[config.mk]
export PLATFORM = sky130hd
export DESIGN_NAME = sa_operand_serializer
export DESIGN_NICKNAME = d
export VERILOG_FILES = /design/src/rtl/sa_operand_serializer.sv
export SDC_FILE = /design/constraint.sdc
export NUM_CORES = 1
export LEC_CHECK = 0
export ABC_AREA = 1
export CAP_MARGIN = 20
export CORE_UTILIZATION = 45
export CTS_CLUSTER_SIZE = 24
export DETAILED_ROUTE_END_ITERATION = 8
export GPL_TIMING_DRIVEN = 0
export HOLD_SLACK_MARGIN = 0.12
export PLACE_DENSITY = 0.72
export REMOVE_ABC_BUFFERS = 1
export SYNTH_ARGS = -nofsm -noshare
export SYNTH_HDL_FRONTEND = slang
export SYNTH_SLANG_ARGS = --single-unit
[constraint.sdc]
create_clock -name clk -period 1.76 [get_ports clk]
set_input_delay 0.352 -clock clk [delete_from_list [all_inputs] [get_ports clk]]
set_output_delay 0.352 -clock clk [all_outputs]
set_load 0.05 [all_outputs]
[src/rtl/sa_operand_serializer.sv]
// Operand serializer for a bit-serial adder: captures two parallel operands and
// streams them LSB first after a one-cycle carry-clear, then pulses done.
module sa_operand_serializer #(
    parameter int unsigned WIDTH = 8
) (
    input  logic             clk,
    input  logic             rst,
    input  logic             start,
    input  logic [WIDTH-1:0] a_in,
    input  logic [WIDTH-1:0] b_in,
    output logic             A,
    output logic             B,
    output logic             sa_clr,
    output logic             bit_valid,
    output logic             busy,
    output logic             done
);

    // One extra counter bit so WIDTH=32 counts to 31 without wrapping; WIDTH=1 gets one bit.
    localparam int unsigned CW = $clog2(WIDTH) + 1;
    localparam logic [CW-1:0] LAST_BIT = CW'(WIDTH - 1);

    typedef enum logic [1:0] {
        S_IDLE,
        S_CLEAR,
        S_SHIFT,
        S_DONE
    } state_t;

    state_t           state_q, state_d;
    logic [WIDTH-1:0] a_sh_q, a_sh_d;
    logic [WIDTH-1:0] b_sh_q, b_sh_d;
    logic [CW-1:0]    cnt_q, cnt_d;

    always_ff @(posedge clk) begin
        if (rst) begin
            state_q <= S_IDLE;
            a_sh_q  <= '0;
            b_sh_q  <= '0;
            cnt_q   <= '0;
        end else begin
            state_q <= state_d;
            a_sh_q  <= a_sh_d;
            b_sh_q  <= b_sh_d;
            cnt_q   <= cnt_d;
        end
    end

    always_comb begin
        state_d = state_q;
        a_sh_d  = a_sh_q;
        b_sh_d  = b_sh_q;
        cnt_d   = cnt_q;
        unique case (state_q)
            S_IDLE: begin
                if (start) begin
                    a_sh_d  = a_in;
                    b_sh_d  = b_in;
                    cnt_d   = '0;
                    state_d = S_CLEAR;
                end
            end
            S_CLEAR: begin
                state_d = S_SHIFT;
            end
            S_SHIFT: begin
                a_sh_d = a_sh_q >> 1;
                b_sh_d = b_sh_q >> 1;
                cnt_d  = cnt_q + 1'b1;
                if (cnt_q == LAST_BIT) begin
                    state_d = S_DONE;
                end
            end
            S_DONE: begin
                state_d = S_IDLE;
            end
            default: begin
                state_d = S_IDLE;
            end
        endcase
    end

    // Outputs depend only on registered state and shift-register LSBs.
    always_comb begin
        A         = 1'b0;
        B         = 1'b0;
        sa_clr    = 1'b0;
        bit_valid = 1'b0;
        busy      = 1'b1;
        done      = 1'b0;
        unique case (state_q)
            S_IDLE: begin
                busy = 1'b0;
            end
            S_CLEAR: begin
                sa_clr = 1'b1;
            end
            S_SHIFT: begin
                A         = a_sh_q[0];
                B         = b_sh_q[0];
                bit_valid = 1'b1;
            end
            S_DONE: begin
                done = 1'b1;
            end
            default: begin
                busy = 1'b0;
            end
        endcase
    end

endmodule

After elaboration in Yosys (flattened, before gate mapping)
Cells that the tools add are included.

cells by class
  $add $sub $neg = 1
  equal/unequal tests = 6
  muxes and demuxes = 15
  reduce and logical (&&, ||, !) cells = 4

operator list
  kind                                                              count
  8-bit case mux with 2 select lines                                2
  8-bit two-way mux                                                 2
  2-bit case mux with 4 select lines                                1
  4-bit case mux with 2 select lines                                1
  1-bit two-way mux                                                 6
  4-bit by 1-bit adder with 4-bit output (second input constant)    1
  2-bit == test (second input constant)                             2
  4-bit by 3-bit == test with 1-bit output (second input constant)  1
  2-bit two-way mux                                                 2
  4-bit two-way mux                                                 1
  2-bit != test (second input constant)                             2
  2-bit AND reduction                                               2
  2-bit by 1-bit == test with 1-bit output (second input constant)  1
  2-bit logical NOT                                                 1
  2-bit nonzero test                                                1

word-level totals
  register bits = 22
  output and inout bits = 6
  logic and storage cells = 30

Longest topological paths before layout
Gate-level depths: netlist of the first run.

  depth in word-level cells = 3
  mapped depth = 9
  depth with buffers taken out = 8

Worst setup path after synthesis of the first run
OpenSTA, ideal clock, no wires.

  path type = flip-flop to output port
  start point = register state_q[0]
  end point = output port A
  data arrival time = 1.615 ns
  slack = -0.207 ns
  stages on the path, launching flop included = 6
  path through = dfxtp_1 -> inv_1 -> ha_1 -> buf_2 -> nand2_1 -> inv_1

on the way
  word-level cells in the longest chain between the ends = 2

ends and longest elaborated chain
  what                    line  RTL
  start, declared         30    state_t state_q, state_d;
  start signal, assigned  42    state_q <= state_d;
  2-bit == test           91    unique case (state_q)
  1-bit two-way mux       91
  end, declared           11    output logic A,

Every way passes these cells.

Worst setup path after layout of the first run
  start point = register state_q[1]
  end point = output port done

on the way
  word-level cells in the longest chain between the ends = 2

ends and longest elaborated chain
  what               line  RTL
  2-bit == test      91
  1-bit two-way mux  91
  end, declared      16    output logic done

Every way passes these cells.

==> flow_summary.toml, run 1 <==
[status]
status = "completed"

[timing]
setup_viol = 0
worst_slack_ns = 0.0766
grt_setup_unrepaired = "no"
maxSlewViolCount = 0
whs_ns = 0.477
period_minus_slack_ns = 1.68
tightest_slew_ns = 0.536
relSlewSlack = 0.643
layout_worst_path_cycle_share = 0.956
finalSetupTns_ns = 0
hold_violations = 0
clock_skew_ns = 0.00704
max_freq_mhz = 594

[drt]
detail_route.wl_per_cell_microns = 10.5
viasPerCell = 4.93
antenna_left = 0
routed.top_layer = "met4"
wl_microns = 2390
drtIter0Drc = 16
drc = 0
drt-pass1-iter-count = 4
vias = 1123
met3_length_microns = 98
wl_met1_microns = 1130
wl_met2_microns = 1130

[layout]
syn_to_final_growth_pct = 25.5
diodes = 0
layout-drive-gt1-share = 0.0950
design_area_sq_mm = 0.00142
layout.nets = 227

[clocking]
cts_hold_buf = 0
numCtsBuffers = 3
root_buffer = "clkbuf_4"
cts_tree = "done"
cts_max_level = 1
cts_sinks = 22
insertion_delay_ns = 0.30
clk_path_buf_depth = 2
cts.clk_slew.worst_paths_ns = 0.12

[logic_synthesis]
synth_cells = 176
synth_top_area_frac = 0.389
ys_ff_latch = 22
synthDistinctLibCells = 16
yosysSeqAreaShare = 0.389
synth_area_leaders = "dfxtp_1, nand2_1, nor2_1, ha_1, o21ai_0"
netlist_area_sq_mm = 0.00113
syn_area_per_cell_sq_um = 6.43
yosys_warnings = 0
synth_top_area_cell = "dfxtp_1"

[placed_design]
port_buffers = 24
place_ws_ns = -0.743
hpwl_microns = 1490
place_area_sq_mm = 0.00137
gp_congestion = 0.738

[worst_setup_path]
arrival_ns = 1.33
critical_path.max_stage_delay_ns = 0.49
cp_slowest_cell = "clkdlybuf4s15_1"
worstSetupEndpointType = "output port"
crit_buf_inv = 1
crit_chain = "ha_1 > clkdlybuf4s15_1"
path_class = "flip-flop to output port"
worstSetupStartpointType = "flip-flop"
r2r_cells = 8
ff2ff_setup_slack_ns = 0.19
path_delay_family = "buffers and inverters"
critPathRequiredTime_ns = 1.41
rr_startpoint = "state_q[0]$_SDFFE_PP0P_"
worstReg2RegEnd = "a_sh_q[7]$_SDFFE_PP0P_"
path_max_fanout = 4

[floorplanning]
core_area_sq_mm = 0.00230
die_w_microns = 52.2
core.rowCount = 17
ios = 25
initial_utilization = 0.493
die_h_microns = 52.2
dieArea_sq_mm = 0.00272

[grt]
grt_overflow = 0
grt_pass1_wl_microns = 4010
antenna_found_initial = 0
grt_pass1_vias = 967
grt_max_degree = 20
grt_usage = 0.198

[power_and_ir_drop]
total_power_mw = 2.23
p_leak_nw = 0.707
power.density_mw_per_mm2 = 1570
ir_drop_mv = 0.872

[min_path]
hold_end = "b_sh_q[7]$_SDFFE_PP0P_"
min_path_cells = 2
min_from = "b_sh_q[7]$_SDFFE_PP0P_"
hold_class = "flip-flop to flip-flop"

[job]
cap_violations = 0
## flip-flops by register name (all words and copies together), names as in the netlist
| register | flops |
|---|---|
| a_sh_q | 8 |
| state_q | 2 |
| cnt_q | 4 |
| b_sh_q | 8 |
## metrics by stage
step           instances   util
5_1_grt              228  0.619
6_report             228  0.619
4_1_cts              226  0.609
3_5_place_dp         222  0.596
2_1_floorplan        170      -
3_3_place_gp         222  0.596
## worst max path at each step
stage	slack, ns	depth (start not counted)	start	to
floorplan	-0.34	7	state_q[0]$_SDFFE_PP0P_	a_sh_q[7]$_SDFFE_PP0P_
global placement	-0.72	5	state_q[0]$_SDFFE_PP0P_	A
detailed placement	-0.74	5	state_q[0]$_SDFFE_PP0P_	A
CTS	0.004	2	state_q[1]$_SDFFE_PP0P_	done
global route	0.001	4	state_q[0]$_SDFFE_PP0P_	busy
finish	0.08	2	state_q[1]$_SDFFE_PP0P_	done
## timing repair
item | CTS | global route
endpoints found under the setup margin | 28 | 9
pin swaps | 0 | 1
gates resized for setup | 30 | 3
buffers inserted | 1 | 2
## synth_stat cells
cell      n
nand2_1  64
nor2_1   37
dfxtp_1  22
o21ai_0  14
inv_1    12
a21oi_1   6
ha_1      6
buf_2     4
nand3_1   4
buf_4     1
buf_6     1
inv_2     1
inv_4     1
nand2_2   1
nand2_4   1
nand4_1   1
## kinds of logic (layout without fill, tap and decap cells)
kind of cell               Yosys count  in the layout  synth area share
AOI/OAI and AO/OA                   20             20            0.0884
DFF                                 22             22             0.389
buffers and inverters               20             44            0.0829
adders and majority gates            6              6            0.0663
and+or+nand+nor                    108            108             0.373
## where the power goes
| part | internal [mW] | switching [mW] |
|---|---|---|
| registers | 0.670 | 0.0942 |
| clock network | 0.0797 | 0.144 |
| logic | 0.407 | 0.835 |
## final cells by class
cell class / count / area (sq um)
inverters: 14 / 58.8
repair buffers: 27 / 251
flip-flops and latches: 22 / 443
well taps: 28 / 35.0
clock buffers: 3 / 22.5
multi-input cells: 134 / 611
fillers: 228 / 876
## worst register-to-register path: stages (launching register included)
cell and delay, ns:
dfxtp_2 0.36, inv_1 0.12, ha_4 0.21, buf_4 0.15, clkinvlp_4 0.24, nand3_1 0.19
inv_1 0.07, nand2_1 0.06, a21oi_1 0.07
## routing by layer
metal / vias to the layer above / track usage
met5: - / 0
met3: 4 / 0.0351
met2: 21 / 0.350
li1: 590 / -
met4: 0 / 0.0526
met1: 508 / 0.245
## cell usage in the layout (no fill, tap or decap), types with 4 or more instances in the layout
| cell | count |
|---|---|
| a21oi_1 | 6 |
| buf_4 | 6 |
| clkdlybuf4s50_1 | 18 |
| dfxtp_1 | 20 |
| ha_1 | 5 |
| inv_1 | 11 |
| nand2_1 | 64 |
| nand3_1 | 4 |
| nor2_1 | 37 |
| o21ai_0 | 14 |
Note: power is estimated with default switching activity, not from simulation.
==> inputs of run 2 (changes only) <==
--- a/config.mk
+++ b/config.mk
@@ -18,2 +18,3 @@
 export SYNTH_HDL_FRONTEND = slang
 export SYNTH_SLANG_ARGS = --single-unit
+export TNS_END_PERCENT = 10
==> constraint.sdc (replaced) <==
create_clock -name clk -period 1.76 [get_ports clk]
set_input_delay 0.352 -clock clk [delete_from_list [all_inputs] [get_ports clk]]
set_output_delay 0.352 -clock clk [all_outputs]
set_load 0.005 [all_outputs]
==> run 2 against run 1 <==
Compared with the run above: non-clock buffer count is 4 higher; critical path depth is 4 higher; sequential share of layout area is 0.87 points lower; cell area increased by 4.0%; sequential power up 1%; routed wire length grew 5.1%; critical endpoint is now A; largest cell class unchanged; largest power group unchanged.
==> flow_summary.toml, run 2 (synthesis results as in run 1) <==
[status]
status = "completed"

[timing]
relSlewSlack = 0.654
setup_viol = 0
tightest_slew_ns = 0.518
clock_skew_ns = 0.0109
grt_setup_unrepaired = "yes"
hold_violations = 0
period_minus_slack_ns = 1.72
max_freq_mhz = 581
maxSlewViolCount = 0
layout_worst_path_cycle_share = 0.977
finalSetupTns_ns = 0

[floorplanning]
ios = 25
initial_utilization = 0.493
die_w_microns = 52.2
die_h_microns = 52.2
dieArea_sq_mm = 0.00272
core_area_sq_mm = 0.00230
core.rowCount = 17

[min_path]
hold_end = "b_sh_q[7]$_SDFFE_PP0P_"
hold_class = "flip-flop to flip-flop"
min_from = "b_sh_q[7]$_SDFFE_PP0P_"
min_path_cells = 2

[placed_design]
gp_congestion = 0.738
place_area_sq_mm = 0.00137
placed_cells = 222
port_buffers = 24
hpwl_microns = 1490

[worst_setup_path]
worstSetupStartpointType = "flip-flop"
rr_startpoint = "state_q[0]$_SDFFE_PP0P_"
worstSetupEndpointType = "output port"
worstReg2RegEnd = "a_sh_q[7]$_SDFFE_PP0P_"
ff2ff_setup_slack_ns = 0.22
crit_chain = "inv_4 > ha_4 > buf_4 > nand2_1 > inv_1 > dlygate4sd2_1"
r2r_cells = 8
critPathRequiredTime_ns = 1.41
crit_path_start = "state_q[0]$_SDFFE_PP0P_"
cp_slowest_cell = "dfxtp_4"
arrival_ns = 1.37
path_max_fanout = 5
path_class = "flip-flop to output port"
critical_path.max_stage_delay_ns = 0.38

[clocking]
cts.clk_slew.worst_paths_ns = 0.12
clk_path_buf_depth = 2
insertion_delay_ns = 0.30
cts_max_level = 1
cts_hold_buf = 0
root_buffer = "clkbuf_4"
numCtsBuffers = 3
cts_tree = "done"
cts_sinks = 22

[layout]
diodes = 0
final_cell_mix = "nand2_1, nor2_1, dfxtp_1, clkdlybuf4s50_1, o21ai_0"
fin_cells = 232
final_common_cell = "nand2_1"
layout-drive-gt1-share = 0.103
top_regs = "a_sh_q (8), b_sh_q (8), cnt_q (4)"
layout.nets = 231
syn_to_final_growth_pct = 30.6
design_area_sq_mm = 0.00148

[drt]
viasPerCell = 4.89
drt-pass1-iter-count = 3
vias = 1134
antenna_left = 0
drtIter0Drc = 22
detail_route.wl_per_cell_microns = 10.8
drc = 0
wl_microns = 2510

[grt]
antenna_found_initial = 0
grt_usage = 0.213
grt_overflow = 0
grt_pass1_vias = 1015
grt_max_degree = 20
grt_pass1_wl_microns = 4280

[power_and_ir_drop]
p_seq_frac = 0.358
power_switching_mw = 0.942
total_power_mw = 2.17
ir_drop_mv = 0.953
p_leak_nw = 0.755
internal_power_mw = 1.23
power_frac_comb = 0.540
swShare = 0.434
clkPwrFrac = 0.102
power.density_mw_per_mm2 = 1470

[job]
cap_violations = 0
-- run 2: cell types whose count changed in the layout (fill, tap and decap cells not counted), moves of 2 or more --
cell           delta
dlygate4sd2_1     +5
inv_1             -2
dfxtp_2           -2
dfxtp_4           +2
-- run 2: cell type report --
cell class	count	area, sq um
Fill cell	213	818
Multi-Input combinational cell	134	623
Sequential cell	22	448
Timing Repair Buffer	31	289
Inverter	14	61.3
Tap cell	28	35.0
Clock buffer	3	22.5
-- run 2: worst max path at each step --
stage / endpoint / slack [ns] / cells after the start
final: A / 0.04 / 6
after global routing: A / -0.03 / 6
after CTS: bit_valid / 0.003 / 3
after detailed placement: A / -0.44 / 5
after global placement: A / -0.42 / 5
after floorplan: cnt_q[3]$_SDFFE_PP0P_ / 0.06 / 8
-- run 2: worst max-delay path, delay by kind of cell, from the launching register on --
kind	cells	cell delay, ns
DFF	1	0.38
and+or+nand+nor	1	0.06
adders and majority gates	1	0.17
buffers and inverters	4	0.47
-- run 2: metrics by stage --
step                      hold slack [ns]  setup slack (ns)  utilization
final                               0.475            0.0397        0.644
after CTS                           0.482           0.00313        0.641
after floorplan                     0.421            0.0603            -
after global placement              0.452            -0.417        0.596
after detailed placement            0.465            -0.440        0.596
after global routing                0.513           -0.0260        0.644
-- run 2: power by group through the flow --
stage / clock, mW / combinational (mW) / sequential, mW
finish: 0.222 / 1.17 / 0.775
global placement: 0 / 0.986 / 0.755
detailed placement: 0 / 1.01 / 0.760
floorplan: 0 / 0.701 / 0.742
global route: 0.252 / 1.35 / 0.793
CTS: 0.232 / 1.16 / 0.770
-- run 2: what timing repair did --
action | CTS | global route
pin swaps | 1 | 0
endpoints found under the setup margin | 27 | 4
buffers inserted | 7 | 0
resized for setup | 16 | 2
-- run 2: metal layers --
metal	vias to the layer above	share of wire	global-route usage
li1	598	-	-
met1	515	0.49	0.266
met2	17	0.46	0.378
met3	4	0.033	0.0351
met4	0	0.011	0.0526
met5	-	0	0
==> inputs of run 3 (changes only) <==
Settings changed: ABC_CLOCK_PERIOD_IN_PS from default to 1760, SLEW_MARGIN from default to 20.
==> results of run 3 <==
Same layout as run 2: the final DEF is identical, and so are final timing and power.
